==> src/rtl/fifo_nibble_serializer_pkg.sv <==
// fifo_ser_pkg: shared definitions for the FIFO nibble serializer.
//   state_e    - FSM state encoding (exported on the top's dbg_state port)
//   DEF_DATA_W - default nibble width
//   DEF_DIV    - default clocks per serial bit
//   frame_len  - clocks of tx activity per frame (start + data + parity + stop)
package fifo_ser_pkg;

  typedef enum logic [2:0] {
    IDLE   = 3'd0,
    READ   = 3'd1,
    LOAD   = 3'd2,
    START  = 3'd3,
    DATA   = 3'd4,
    PARITY = 3'd5,
    STOP   = 3'd6
  } state_e;

  localparam int DEF_DATA_W = 4;
  localparam int DEF_DIV    = 4;

  function automatic int frame_len(input int data_w, input int div, input int parity_en);
    return (2 + data_w + parity_en) * div;
  endfunction

endpackage

==> src/rtl/fifo_nibble_serializer_bit_timer.sv <==
// ser_bit_timer: counts clocks within one serial bit period.
//   clk, rst    - clock, asynchronous active-low reset
//   restart     - forces the count back to 0 on the next edge
//   last_cycle  - current cycle is the final cycle of the bit period
//   last_next   - the coming cycle will be the final cycle of the bit period
module ser_bit_timer #(
  parameter int DIV = 4
) (
  input  logic clk,
  input  logic rst,
  input  logic restart,
  output logic last_cycle,
  output logic last_next
);

  localparam int CW = (DIV > 1) ? $clog2(DIV) : 1;
  localparam logic [CW-1:0] LAST = CW'(DIV - 1);

  logic [CW-1:0] cnt_q;
  logic [CW-1:0] cnt_d;

  always_comb begin
    cnt_d = cnt_q + 1'b1;
    if (restart || (cnt_q == LAST)) begin
      cnt_d = '0;
    end
  end

  // With DIV=1 LAST is 0, so every cycle is the last one: no dead cycles.
  assign last_cycle = (cnt_q == LAST);
  assign last_next  = (cnt_d == LAST);

  always_ff @(posedge clk or negedge rst) begin
    if (!rst) begin
      cnt_q <= '0;
    end else begin
      cnt_q <= cnt_d;
    end
  end

endmodule

==> src/rtl/fifo_nibble_serializer.sv <==
// fifo_nibble_serializer: drains nibbles from a FIFO read port and sends each
// one as a framed LSB-first serial stream: start(0), data, optional even
// parity, stop(1). Every bit is held for DIV clocks.
//   clk, rst    - clock, asynchronous active-low reset
//   enable      - allows new frames (looked at in IDLE and last STOP cycle)
//   fifo_empty  - FIFO empty flag
//   fifo_data   - FIFO read data, valid the cycle after fifo_rd_en
//   fifo_rd_en  - one-cycle read strobe
//   tx_out      - serial line, idles high
//   busy        - state is not IDLE
//   frame_done  - pulse on the final cycle of the stop bit
//   dbg_state   - current FSM state
//
// FIFO read handshake: a read is issued only after fifo_empty=0 was sampled
// in IDLE or on the last STOP cycle; fifo_rd_en is high for exactly the READ
// cycle and the data is taken unconditionally during the following LOAD cycle.
module fifo_nibble_serializer
  import fifo_ser_pkg::*;
#(
  parameter int DATA_W    = DEF_DATA_W,
  parameter int DIV       = DEF_DIV,
  parameter bit PARITY_EN = 1'b1
) (
  input  logic              clk,
  input  logic              rst,
  input  logic              enable,
  input  logic              fifo_empty,
  input  logic [DATA_W-1:0] fifo_data,
  output logic              fifo_rd_en,
  output logic              tx_out,
  output logic              busy,
  output logic              frame_done,
  output logic [2:0]        dbg_state
);

  localparam int BW = (DATA_W > 1) ? $clog2(DATA_W) : 1;
  localparam logic [BW-1:0] LAST_BIT = BW'(DATA_W - 1);

  state_e            state_q, state_d;
  logic [DATA_W-1:0] shift_q, shift_d;
  logic [BW-1:0]     bit_q, bit_d;
  logic              par_q, par_d;
  logic              tx_q, tx_d;
  logic              rd_q, rd_d;
  logic              done_q, done_d;
  logic              in_bit_state;
  logic              last_cycle;
  logic              last_next;

  assign in_bit_state = (state_q == START) || (state_q == DATA) ||
                        (state_q == PARITY) || (state_q == STOP);

  // Held at 0 outside bit states so the first START cycle starts a full period.
  ser_bit_timer #(.DIV(DIV)) u_bit_timer (
    .clk        (clk),
    .rst        (rst),
    .restart    (!in_bit_state || last_cycle),
    .last_cycle (last_cycle),
    .last_next  (last_next)
  );

  always_comb begin
    state_d = state_q;
    shift_d = shift_q;
    bit_d   = bit_q;
    par_d   = par_q;
    case (state_q)
      IDLE: begin
        if (enable && !fifo_empty) state_d = READ;
      end
      READ: state_d = LOAD;
      LOAD: begin
        shift_d = fifo_data;
        bit_d   = '0;
        par_d   = 1'b0;
        state_d = START;
      end
      START: begin
        if (last_cycle) state_d = DATA;
      end
      DATA: begin
        if (last_cycle) begin
          par_d   = par_q ^ shift_q[0];
          shift_d = shift_q >> 1;
          if (bit_q == LAST_BIT) begin
            state_d = PARITY_EN ? PARITY : STOP;
          end else begin
            bit_d = bit_q + 1'b1;
          end
        end
      end
      PARITY: begin
        if (last_cycle) state_d = STOP;
      end
      STOP: begin
        if (last_cycle) state_d = (enable && !fifo_empty) ? READ : IDLE;
      end
      default: state_d = IDLE;
    endcase
  end

  // Outputs are registered from the next state so they move on the same edge
  // as the state itself.
  always_comb begin
    case (state_d)
      START:   tx_d = 1'b0;
      DATA:    tx_d = shift_d[0];
      PARITY:  tx_d = par_d;
      default: tx_d = 1'b1;
    endcase
    rd_d   = (state_d == READ);
    done_d = (state_d == STOP) && last_next;
  end

  always_ff @(posedge clk or negedge rst) begin
    if (!rst) begin
      state_q <= IDLE;
      shift_q <= '0;
      bit_q   <= '0;
      par_q   <= 1'b0;
      tx_q    <= 1'b1;
      rd_q    <= 1'b0;
      done_q  <= 1'b0;
    end else begin
      state_q <= state_d;
      shift_q <= shift_d;
      bit_q   <= bit_d;
      par_q   <= par_d;
      tx_q    <= tx_d;
      rd_q    <= rd_d;
      done_q  <= done_d;
    end
  end

  assign tx_out     = tx_q;
  assign fifo_rd_en = rd_q;
  assign frame_done = done_q;
  assign busy       = (state_q != IDLE);
  assign dbg_state  = state_q;

endmodule

==> config.mk <==
export PLATFORM = sky130hd
export DESIGN_NAME = fifo_nibble_serializer
export DESIGN_NICKNAME = d
export VERILOG_FILES = /design/src/rtl/fifo_nibble_serializer_pkg.sv /design/src/rtl/fifo_nibble_serializer_bit_timer.sv /design/src/rtl/fifo_nibble_serializer.sv
export SDC_FILE = /design/constraint.sdc
export NUM_CORES = 1
export LEC_CHECK = 0
export ABC_AREA = 1
export BUFFER_PORTS_ARGS = -buffer_cell sky130_fd_sc_hd__buf_2
export CAP_MARGIN = 25
export CORE_UTILIZATION = 45
export DETAILED_ROUTE_END_ITERATION = 8
export HOLD_SLACK_MARGIN = 0.1
export PLACE_DENSITY = 0.67
export SLEW_MARGIN = 40
export SYNTH_ARGS = -nofsm -noshare
export SYNTH_HDL_FRONTEND = slang
export SYNTH_SLANG_ARGS = --single-unit
==> constraint.sdc <==
create_clock -name clk -period 2.6 [get_ports clk]
set_input_delay 0.52 -clock clk [delete_from_list [all_inputs] [get_ports clk]]
set_output_delay 0.52 -clock clk [all_outputs]
set_load 0.005 [all_outputs]
* Word level (Yosys, flattened, before mapping) *
Index checks and enable logic that the tools add are counted.
W data, S select, Z words.

word-level totals
  register bits = 15
  input port bits = 8
  output and inout bits = 7

operators by class
  bitwise gates (word level) = 1
  muxes and demuxes = 17
  reduce and logical (&&, ||, !) cells = 14
  add/sub/neg operators = 2
  equal/unequal tests = 16

operators with widths
  operator               number
  $pmux W3 S7            1
  $eq A3 B3 Y1 const B   6
  $mux W3                6
  $eq A3 B2 Y1 const B   3
  $pmux W4 S2            1
  $eq A2 B2 Y1 const B   3
  $eq A3 B1 Y1 const B   2
  $mux W2                3
  $logic_or A1 B1 Y1     5
  $add A2 B1 Y2 const B  2
  $mux W4                1
  $ne A2 B2 Y1 const B   2
  $pmux W2 S2            1
  $logic_not A3 Y1       1
  $pmux W1 S3            1
  $reduce_and A3 Y1      1
  $reduce_bool A3 Y1     1
  $logic_and A1 B1 Y1    2
  $logic_not A1 Y1       2
  $mux W1                2
  $pmux W1 S2            1
  $reduce_and A2 Y1      1
  $reduce_bool A2 Y1     1
  $xor A1 B1 Y1          1

* Depth between registers and ports, before layout *
Gate-level depths: netlist of run 1.

  word-level depth = 10
  gate-level depth with buffers = 11
  depth with buffers taken out = 11

* Hierarchy *
A second synthesis of run 1 with hierarchy kept.

second synthesis, totals
  cell total of the unflattened synthesis = 115
  area, all modules = 955.9 um^2

by module, submodules not included
  module                  times used  sequential area each (um^2)  cells each  area each (um^2)
  fifo_nibble_serializer  1           326.6                        107         870.8
  ser_bit_timer           1           50.0                         8           85.1

* Worst setup path after synthesis of run 1 *
OpenSTA, ideal clock, no wires.

  path kind = reg-to-reg
  from = reg state_q[0] (netlist: dbg_state[0])
  to = reg shift_q[1]
  path slack = 1.302 ns
  cell stages (with the launch flop) = 6
  path buffers = 0
  data required time = 2.481 ns
  setup time = 0.119 ns
  data arrival time = 1.180 ns
  period minus slack after synthesis = 1.298 ns
  cells stage by stage = dfrtp_1 -> nor2_2 -> nand2_2 -> o21ai_2 -> a21oi_1 -> a21o_2

between the ends
  word-level cells in the longest chain between the ends = 3
  elaborated cells on any way between the ends = 6
  those cells by class = eq/ne (3); mux (1); reduce/logical (2)

ends and longest elaborated chain
  what                                                                        line                           source
  start, declared                                                             fifo_nibble_serializer.sv:39   state_e state_q, state_d;
  start signal, assigned                                                      fifo_nibble_serializer.sv:125  state_q <= state_d;
  $eq A3 B3 Y1 / $eq A3 B2 Y1 (equally long branches)                         fifo_nibble_serializer.sv:67   case (state_q)
  $ne A2 B2 Y1 (no source line) / $reduce_bool A2 Y1 (equally long branches)  n/a
  $reduce_and A2 Y1 (no source line)                                          n/a
  end signal, assigned                                                        fifo_nibble_serializer.sv:126  shift_q <= shift_d;
  end, declared                                                               fifo_nibble_serializer.sv:40   logic [DATA_W-1:0] shift_q, shift_d;

Several ways; a longest one is shown, not always the timed one.
A chain may end at the register's enable or synchronous reset.

* Worst setup path after layout of run 1 *
  from = reg state_q[1] (netlist: dbg_state[1])
  to = out busy

between the ends
  word-level cells in the longest chain between the ends = 1

ends and longest elaborated chain
  what                line                           source
  $reduce_bool A3 Y1  fifo_nibble_serializer.sv:138  assign busy = (state_q != IDLE);
  end, declared       fifo_nibble_serializer.sv:31   output logic busy,

No other way between the ends.

==> results.tsv, run 1 <==
metric	value	unit
p_per_area	1200	nW/µm²
rsz0062_at_grt	no	
cts_setup_buffers	0	
grt_max_degree	16	
crit_path_end_kind	output port	
n_antenna_cell	0	
track_usage	0.1923	
root_buffer	clkbuf_4	
synth_top_flop_cell	dfrtp_1	
synth-edff-count	0	
first_pass_iters	4	
worstPathRequired	2.08	ns
ys_ff_latch	15	
power.total	1.143	mW
yosysTopAreaCellShare	0.4179	
start_kind	flop	
core-area	1745	µm²
critPathKind	reg2out	
first_global_vias	633	
dr_total_vias	707	
max_slew_margin	0.7226	
clock.fmax	579.5	MHz
insertion_delay	0.28	ns
final_util	0.5455	
drt_iter0_drc	7	
synth.area.top_cells	dfrtp_1, nand2_1, nand3_1, inv_1, nor2_1	
post-route-min-period	1.726	ns
synth_nets	116	
cts_hold_buf	0	
drive_gt1_frac	0.2705	
p_leak	0.5072	nW
die_x	45.16	µm
rrSetupSlack	1.09	ns
setup_violations	0	
clk_pin_slew	0.09	ns
cts_made_buffers	3	
yosysMostFrequentCell	nand2_1	
gp_congestion	0.8284	
cap_violations	0	
drc	0	
synth.largest_area_cell	dfrtp_1	
tightest_slew	0.4161	ns
wl_per_cell	11.17	µm
initial_core_util	0.4803	
reg2reg_depth	5	
grt_pass1_wl	2.746	mm
ys_types	20	
synth-async-reset-ratio	1.000	
crit_fanout	12	
grt-ovfl-total	0	
synth_seq_area_share	0.4493	
port-buffer-count	14	
min_path_type	in2async	
cts_tree	built	
die_h	45.16	µm
netlist_area	838.3	µm²
synth_common_cells	nand2_1, dfrtp_1, inv_1, nand3_1, nor2_1	
finish.net_count	134	
antenna_found_initial	0	
die-area	2039	µm²
setup_tns	0	ns
finalMaxSlewViolations	0	
dp_hpwl	1.224	mm
wirelength	1.642	mm
fin_crit_sh	0.6637	
netlist_instances	105	
irDropWorstVdd	0.0005768	V
skew	0.003655	ns
clk_path_buf_depth	2	
via_per_inst	4.810	
io_pins	15	
cts_resized	0	
crit_arrival	1.21	ns
hold_viol	0	
synth_area_per_cell	7.984	µm²
ant_nets	0	
yosys_warnings	0	
h-tree-depth	1	
status	finished, final reports clean	
area_growth	13.58	%
num_rows	15	
cts_sinks	15	
critical path: stages, from the launching register on:
cell	delay, ns
dfrtp_1	0.54
nor2_2	0.20
nand2_1	0.06
buf_2	0.12
worst paths after layout:
check                                      from              endpoint
setup / recovery                   dbg_state[1]                  busy
hold / removal                              rst          dbg_state[2]
setup reg to reg                   dbg_state[1]            shift_q[1]
hold reg to reg            u_bit_timer.cnt_q[0]  u_bit_timer.cnt_q[0]
max in group asynchronous                   rst                tx_out
min in group clk                   fifo_data[2]            shift_q[2]
state kept, by name, summed over array words and instances, names as in the netlist:
name               flops
u_bit_timer.cnt_q      2
shift_q                4
fifo_rd_en             1
frame_done             1
par_q                  1
dbg_state              3
bit_q                  2
tx_out                 1
report_power, final:
part,total [mW],internal [mW],switching [mW]
logic,0.571,0.212,0.360
registers,0.439,0.335,0.103
clock network,0.133,0.0595,0.0732
stage by stage:
step | setup WS, ns | hold WS [ns] | area [µm²] | cells
finish | 0.8743 | 0.1271 | 952.2 | 147
detailed placement | 1.109 | 0.4457 | 925.9 | 143
global placement | 1.142 | 0.4444 | 925.9 | 143
CTS | 0.8608 | 0.1325 | 952.2 | 147
global route | 0.7900 | 0.1376 | 952.2 | 147
floorplan | 1.302 | 0.2244 | 838.3 | 105
area by class of cell:
type / count / area (µm²)
clock buffer: 4 / 26.28
fill: 171 / 793.3
inverter: 16 / 60.06
multi-input combinational: 73 / 387.9
sequential: 15 / 376.6
tap: 25 / 31.28
timing repair buffer: 14 / 70.07
metal layers:
layer / vias to the layer above / wire, µm / global-route usage
met3: 4 / 102 / 0.04800
met1: 315 / 764 / 0.2601
li1: 365 / - / -
met2: 23 / 746 / 0.2870
met5: - / 0 / 0
met4: 0 / 29 / 0.09091
layout by cell type (no fill, tap or decap):
cell type,n
o211ai_1,2
a21oi_1,1
nand3_1,13
inv_1,13
a21oi_4,1
o21ai_2,1
xnor2_1,1
clkbuf_4,3
a32o_1,1
a21o_2,1
buf_2,14
dfrtp_1,14
o21ai_0,4
clkbuf_1,1
nor2_1,12
nor3_1,1
nand2_1,23
nand2_2,6
ha_1,3
dfstp_2,1
inv_2,3
nor2_2,3
logic make-up (layout without fill, tap and decap cells):
group,Yosys count,after routing,share of synthesized area
flops,15,15,0.4493
fa+ha+maj,3,3,0.04478
simple gates,58,58,0.3075
compound gates,11,11,0.1000
xor+xnor,1,1,0.01045
buf+inv,17,34,0.08806
Note: power is estimated with default switching activity, not from simulation.
==> run 2: changes to the inputs <==
--- a/config.mk
+++ b/config.mk
@@ -11,7 +11,7 @@
 export CORE_UTILIZATION = 45
 export DETAILED_ROUTE_END_ITERATION = 8
 export HOLD_SLACK_MARGIN = 0.1
-export PLACE_DENSITY = 0.67
+export PLACE_DENSITY = 0.69
 export SLEW_MARGIN = 40
 export SYNTH_ARGS = -nofsm -noshare
 export SYNTH_HDL_FRONTEND = slang
==> constraint.sdc (replaced) <==
create_clock -name clk -period 1.4 [get_ports clk]
set_input_delay 0.28 -clock clk [delete_from_list [all_inputs] [get_ports clk]]
set_output_delay 0.28 -clock clk [all_outputs]
set_load 0.005 [all_outputs]
==> run 2 against run 1 <==
Non-clock buffer count increased by 10. Critical path type unchanged. Routed wire length increased by 8.8%. Clock skew increased by 0.0032 ns. Critical endpoint unchanged. Sequential power increased by 87%. Register-to-register slack got worse by 1.0 ns. Global-route usage decreased by 0.20 points. Largest cell class unchanged. Utilization increased by 7.8 points. Critical path depth unchanged.
==> results.tsv, run 2 (synthesized netlist as in run 1, its figures left out) <==
metric	value	unit	change
status	finished, final reports clean		unchanged
min_path_type	in2reg		was in2async
track_usage	0.1902		was 0.1923
worstPathRequired	1.12	ns	was 2.08 ns
final_common_cell	nand2_1		unchanged
first_global_vias	608		was 633
clock.fmax	723.2	MHz	
fin_crit_sh	0.9877		
crit_path_end_kind	output port		unchanged
regMostFlops	shift_q		unchanged
critPathKind	reg2out		unchanged
reg2reg_depth	5		unchanged
num_rows	15		unchanged
h-tree-depth	1		unchanged
via_per_inst	4.955		was 4.810
r2r_start	dbg_state[0]		was dbg_state[1]
die-area	2039	µm²	unchanged
final_cell_mix	nand2_1, buf_2, nand3_1		was nand2_1, dfrtp_1, buf_2
drive_gt1_frac	0.4091		was 0.2705
holdWs	0.2571	ns	was 0.1271 ns
die_x	45.16	µm	unchanged
clk_pin_slew	0.09	ns	about the same
p_per_area	2298	nW/µm²	was 1200 nW/µm²
irDropWorstVdd	0.001521	V	was 0.0005768 V
finish.net_count	144		was 134
insertion_delay	0.29	ns	was 0.28 ns
crit_arrival	1.10	ns	was 1.21 ns
crit_fanout	8		was 12
dp_hpwl	1.234	mm	was 1.224 mm
finalMaxSlewViolations	0		unchanged
cap_violations	0		unchanged
n_antenna_cell	0		unchanged
postLayoutCellArea	1089	µm²	was 952.2 µm²
grt_pass1_wl	2.656	mm	was 2.746 mm
root_buffer	clkbuf_4		unchanged
rrSetupSlack	0.05	ns	was 1.09 ns
cts_sinks	15		unchanged
drt_iter0_drc	10		was 7
start_kind	flop		unchanged
dpl.cell_count	148		was 143
setup_tns	0	ns	unchanged
post-route-min-period	1.383	ns	
dpl_cell_area	963.4	µm²	was 925.9 µm²
max_slew_margin	0.7732		was 0.7226
hold_viol	0		unchanged
area_growth	29.85	%	was 13.58%
tightest_slew	0.3402	ns	was 0.4161 ns
core-area	1745	µm²	unchanged
hold-path-cell-count	3		
port-buffer-count	14		unchanged
io_pins	15		unchanged
cts_made_buffers	3		unchanged
die_h	45.16	µm	unchanged
clk_path_buf_depth	2		unchanged
wl_per_cell	11.38	µm	was 11.17 µm
wirelength	1.787	mm	was 1.642 mm
crit_chain	nor2_4 -> nand2_1 -> buf_2		was nor2_2 -> nand2_1 -> buf_2
grt-ovfl-total	0		unchanged
p_leak	0.5513	nW	was 0.5072 nW
ant_nets	0		unchanged
reg2reg_to	shift_q[1]		unchanged
grt_max_degree	16		unchanged
skew	0.006860	ns	was 0.003655 ns
gp_congestion	0.8018		was 0.8284
antenna_found_initial	0		unchanged
min_from	fifo_data[2]		
first_pass_iters	4		unchanged
setup_violations	0		unchanged
rsz0062_at_grt	yes		was no
hold_end	shift_q[2]		
slowest_delay	0.50	ns	was 0.54 ns
largest_register_ffs	4		unchanged
drc	0		unchanged
crit_path_top_delay_cell	dfrtp_2		was dfrtp_1
cts_tree	built		unchanged
dr_total_vias	778		was 707
initial_core_util	0.4803		unchanged
fin_cells	157		was 147
run 2: worst max path at each step:
stage | from | to | slack [ns] | cells past startpoint
floorplan | dbg_state[0] | shift_q[1] | 0.10 | 5
global placement | u_bit_timer.cnt_q[0] | tx_out | -0.04 | 9
detailed placement | u_bit_timer.cnt_q[0] | tx_out | -0.04 | 9
CTS | dbg_state[0] | busy | 0.001 | 3
global route | dbg_state[2] | tx_out | -0.07 | 11
finish | dbg_state[0] | busy | 0.02 | 3
run 2: area by class of cell:
cell class / instances / area, µm²
clock buffer: 4 / 26.28
fill: 167 / 656.9
inverter: 16 / 62.56
multi-input combinational: 73 / 435.4
sequential: 15 / 381.6
tap: 25 / 31.28
timing repair buffer: 24 / 151.4
run 2: power by group:
part / total, mW / leakage (nW) / internal [mW] / switching, mW
Clock: 0.245 / 0.0150 / 0.111 / 0.135
Combinational: 1.44 / 0.350 / 0.630 / 0.806
Sequential: 0.820 / 0.186 / 0.635 / 0.186
run 2: repair_timing:
item / in CTS / in global routing
resized for setup: 5 / 15
gates cloned: 0 / 0
setup buffers: 2 / 2
endpoints found under the setup margin: 2 / 7
hold buffers: 1 / 0
pin swaps: 0 / 8
endpoints found under the hold margin: 14 / 0
run 2: critical path, delay by kind of cell (launching register included):
family / cells / cell delay [ns]
buf+inv: 1 / 0.12
simple gates: 2 / 0.19
flops: 1 / 0.50
run 2: per-layer routing:
metal | part of all wire | global-route usage | up-vias
li1 | - | - | 389
met1 | 0.44 | 0.2672 | 361
met2 | 0.48 | 0.2609 | 23
met3 | 0.057 | 0.04000 | 5
met4 | 0.027 | 0.1273 | 0
met5 | 0 | 0 | -
run 2: metrics by stage:
step	setup slack [ns]	total power [mW]	utilization
after CTS	0.001055	2.296	0.5914
after global placement	-0.03947	1.950	0.5520
after floorplan	0.1016	1.615	-
final	0.01725	2.501	0.6237
after global routing	-0.07275	2.735	0.6237
after detailed placement	-0.04492	1.967	0.5520
==> run 3: changes to the inputs <==
--- a/config.mk
+++ b/config.mk
@@ -12,6 +12,7 @@
 export DETAILED_ROUTE_END_ITERATION = 8
 export HOLD_SLACK_MARGIN = 0.1
 export PLACE_DENSITY = 0.69
+export RECOVER_POWER = 100
 export SLEW_MARGIN = 40
 export SYNTH_ARGS = -nofsm -noshare
 export SYNTH_HDL_FRONTEND = slang
==> run 3 against run 2 <==
Clock skew hardly changed. Register-to-register slack hardly changed. Sequential cell count stayed put. Combinational power about the same. Global-route usage unchanged. Routed wire length unchanged. Largest cell class unchanged. Largest power group unchanged.
==> results.tsv, run 3 (synthesized netlist as in run 1, its figures left out) <==
metric	value	unit	change
min_from	fifo_data[2]		unchanged
initial_core_util	0.4803		unchanged
crit_path_end_kind	output port		unchanged
io_pins	15		unchanged
clk_path_buf_depth	2		unchanged
root_buffer	clkbuf_4		unchanged
drc	0		unchanged
p_leak	0.5442	nW	was 0.5513 nW
core-area	1745	µm²	unchanged
cts_sinks	15		unchanged
path_buf_inv	1		unchanged
die_x	45.16	µm	unchanged
n_antenna_cell	0		unchanged
start_kind	flop		unchanged
dpl.cell_count	148		unchanged
ant_nets	0		unchanged
worstPathRequired	1.12	ns	about the same
grt_max_degree	16		unchanged
postLayoutCellArea	1086	µm²	was 1089 µm²
reg2reg_depth	5		unchanged
dp_hpwl	1.234	mm	unchanged
setup_tns	0	ns	unchanged
num_rows	15		unchanged
crit_path_top_delay_cell	dfrtp_2		unchanged
wl_per_cell	11.38	µm	unchanged
r2r_start	dbg_state[0]		unchanged
antenna_found_initial	0		unchanged
insertion_delay	0.29	ns	about the same
wirelength	1.787	mm	unchanged
drive_gt1_frac	0.3939		was 0.4091
cts_made_buffers	3		unchanged
die_h	45.16	µm	unchanged
clock.fmax	723.3	MHz	was 723.2 MHz
final_common_cell	nand2_1		unchanged
p_per_area	2298	nW/µm²	about the same
dr_total_vias	779		was 778
largest_register_ffs	4		unchanged
max_slew_margin	0.4578		was 0.7732
hold_end	shift_q[2]		unchanged
irDropWorstVdd	0.001491	V	was 0.001521 V
cts_tree	built		unchanged
power.total	2.496	mW	was 2.501 mW
drt_iter0_drc	10		unchanged
rrSetupSlack	0.05	ns	about the same
hold-path-cell-count	3		unchanged
via_per_inst	4.962		was 4.955
crit_fanout	8		unchanged
first_pass_iters	4		unchanged
cap_violations	0		unchanged
clk_pin_slew	0.09	ns	about the same
gp_congestion	0.8018		unchanged
h-tree-depth	1		unchanged
rsz0062_at_grt	yes		unchanged
finish.net_count	144		unchanged
status	finished, final reports clean		unchanged
crit_arrival	1.10	ns	about the same
crit_family	flip-flops		unchanged
finalMaxSlewViolations	0		unchanged
setup_violations	0		unchanged
grt_pass1_wl	2.656	mm	unchanged
first_global_vias	608		unchanged
reg2reg_to	shift_q[1]		unchanged
critPathKind	reg2out		unchanged
grt-ovfl-total	0		unchanged
fin_crit_sh	0.9876		was 0.9877
final_cell_mix	nand2_1, nand3_1, buf_2		was nand2_1, buf_2, nand3_1
min_path_type	in2reg		unchanged
post-route-min-period	1.383	ns	about the same
hold_viol	0		unchanged
crit_chain	nor2_4 -> nand2_1 -> buf_2		unchanged
tightest_slew	0.8133	ns	was 0.3402 ns
die-area	2039	µm²	unchanged
dpl_cell_area	963.4	µm²	unchanged
area_growth	29.55	%	was 29.85%
skew	0.006798	ns	was 0.006860 ns
regMostFlops	shift_q		unchanged
track_usage	0.1902		unchanged
port-buffer-count	14		unchanged
fin_cells	157		unchanged
slowest_delay	0.50	ns	about the same
[run 3: cell types whose count changed in the layout (fill, tap and decap cells not counted)]
cell / before / now
buf_2: 14 / 12
clkbuf_1: 1 / 3
buf_4: 8 / 7
clkbuf_4: 3 / 4
[run 3: area by class of cell]
cell class                      count  area [µm²]
Clock buffer                        4       26.28
Fill cell                         167       659.4
Inverter                           16       62.56
Multi-Input combinational cell     73       435.4
Sequential cell                    15       381.6
Tap cell                           25       31.28
Timing Repair Buffer               24       148.9
[run 3: how the worst max path moves through the flow]
stage,endpoint,cells past startpoint,from
after floorplan,shift_q[1],5,dbg_state[0]
after global placement,tx_out,9,u_bit_timer.cnt_q[0]
after detailed placement,tx_out,9,u_bit_timer.cnt_q[0]
after CTS,busy,3,dbg_state[0]
after global routing,tx_out,11,dbg_state[2]
final,busy,3,dbg_state[0]
[run 3: layer usage]
metal | up-vias | GRT usage | part of all wire
met5 | - | 0 | 0
met4 | 0 | 0.1273 | 0.027
met3 | 5 | 0.04000 | 0.059
met2 | 23 | 0.2609 | 0.48
met1 | 361 | 0.2672 | 0.43
li1 | 390 | - | -
[run 3: tightest hold or removal path: cells and delay by family]
| family | cells | cell delay [ns] |
|---|---|---|
| buffers and inverters | 1 | 0.08 |
| and+or+nand+nor | 2 | 0.16 |
[run 3: through the flow]
stage                     utilization  hold WS, ns  setup slack [ns]
after detailed placement       0.5520       0.2051          -0.04492
after global routing           0.6222       0.2531          -0.09570
after global placement         0.5520       0.2087          -0.03947
final                          0.6222       0.2575           0.01739
after CTS                      0.5914       0.2543          0.001055
after floorplan                     -     -0.01559            0.1016
[run 3: repair_timing]
item                                    in CTS  in global routing
setup buffers                                2                  2
hold buffers                                 1                  0
endpoints found under the hold margin       14                  0
resized for setup                            5                 15
pin swaps                                    0                  8
endpoints found under the setup margin       2                  7
[run 3: power breakdown]
group	total (mW)	leakage [nW]	switching, mW	internal, mW
combinational	1.43	0.343	0.805	0.625
sequential	0.820	0.186	0.186	0.635
clock	0.245	0.0150	0.135	0.111
total	2.50	0.544	1.13	1.37
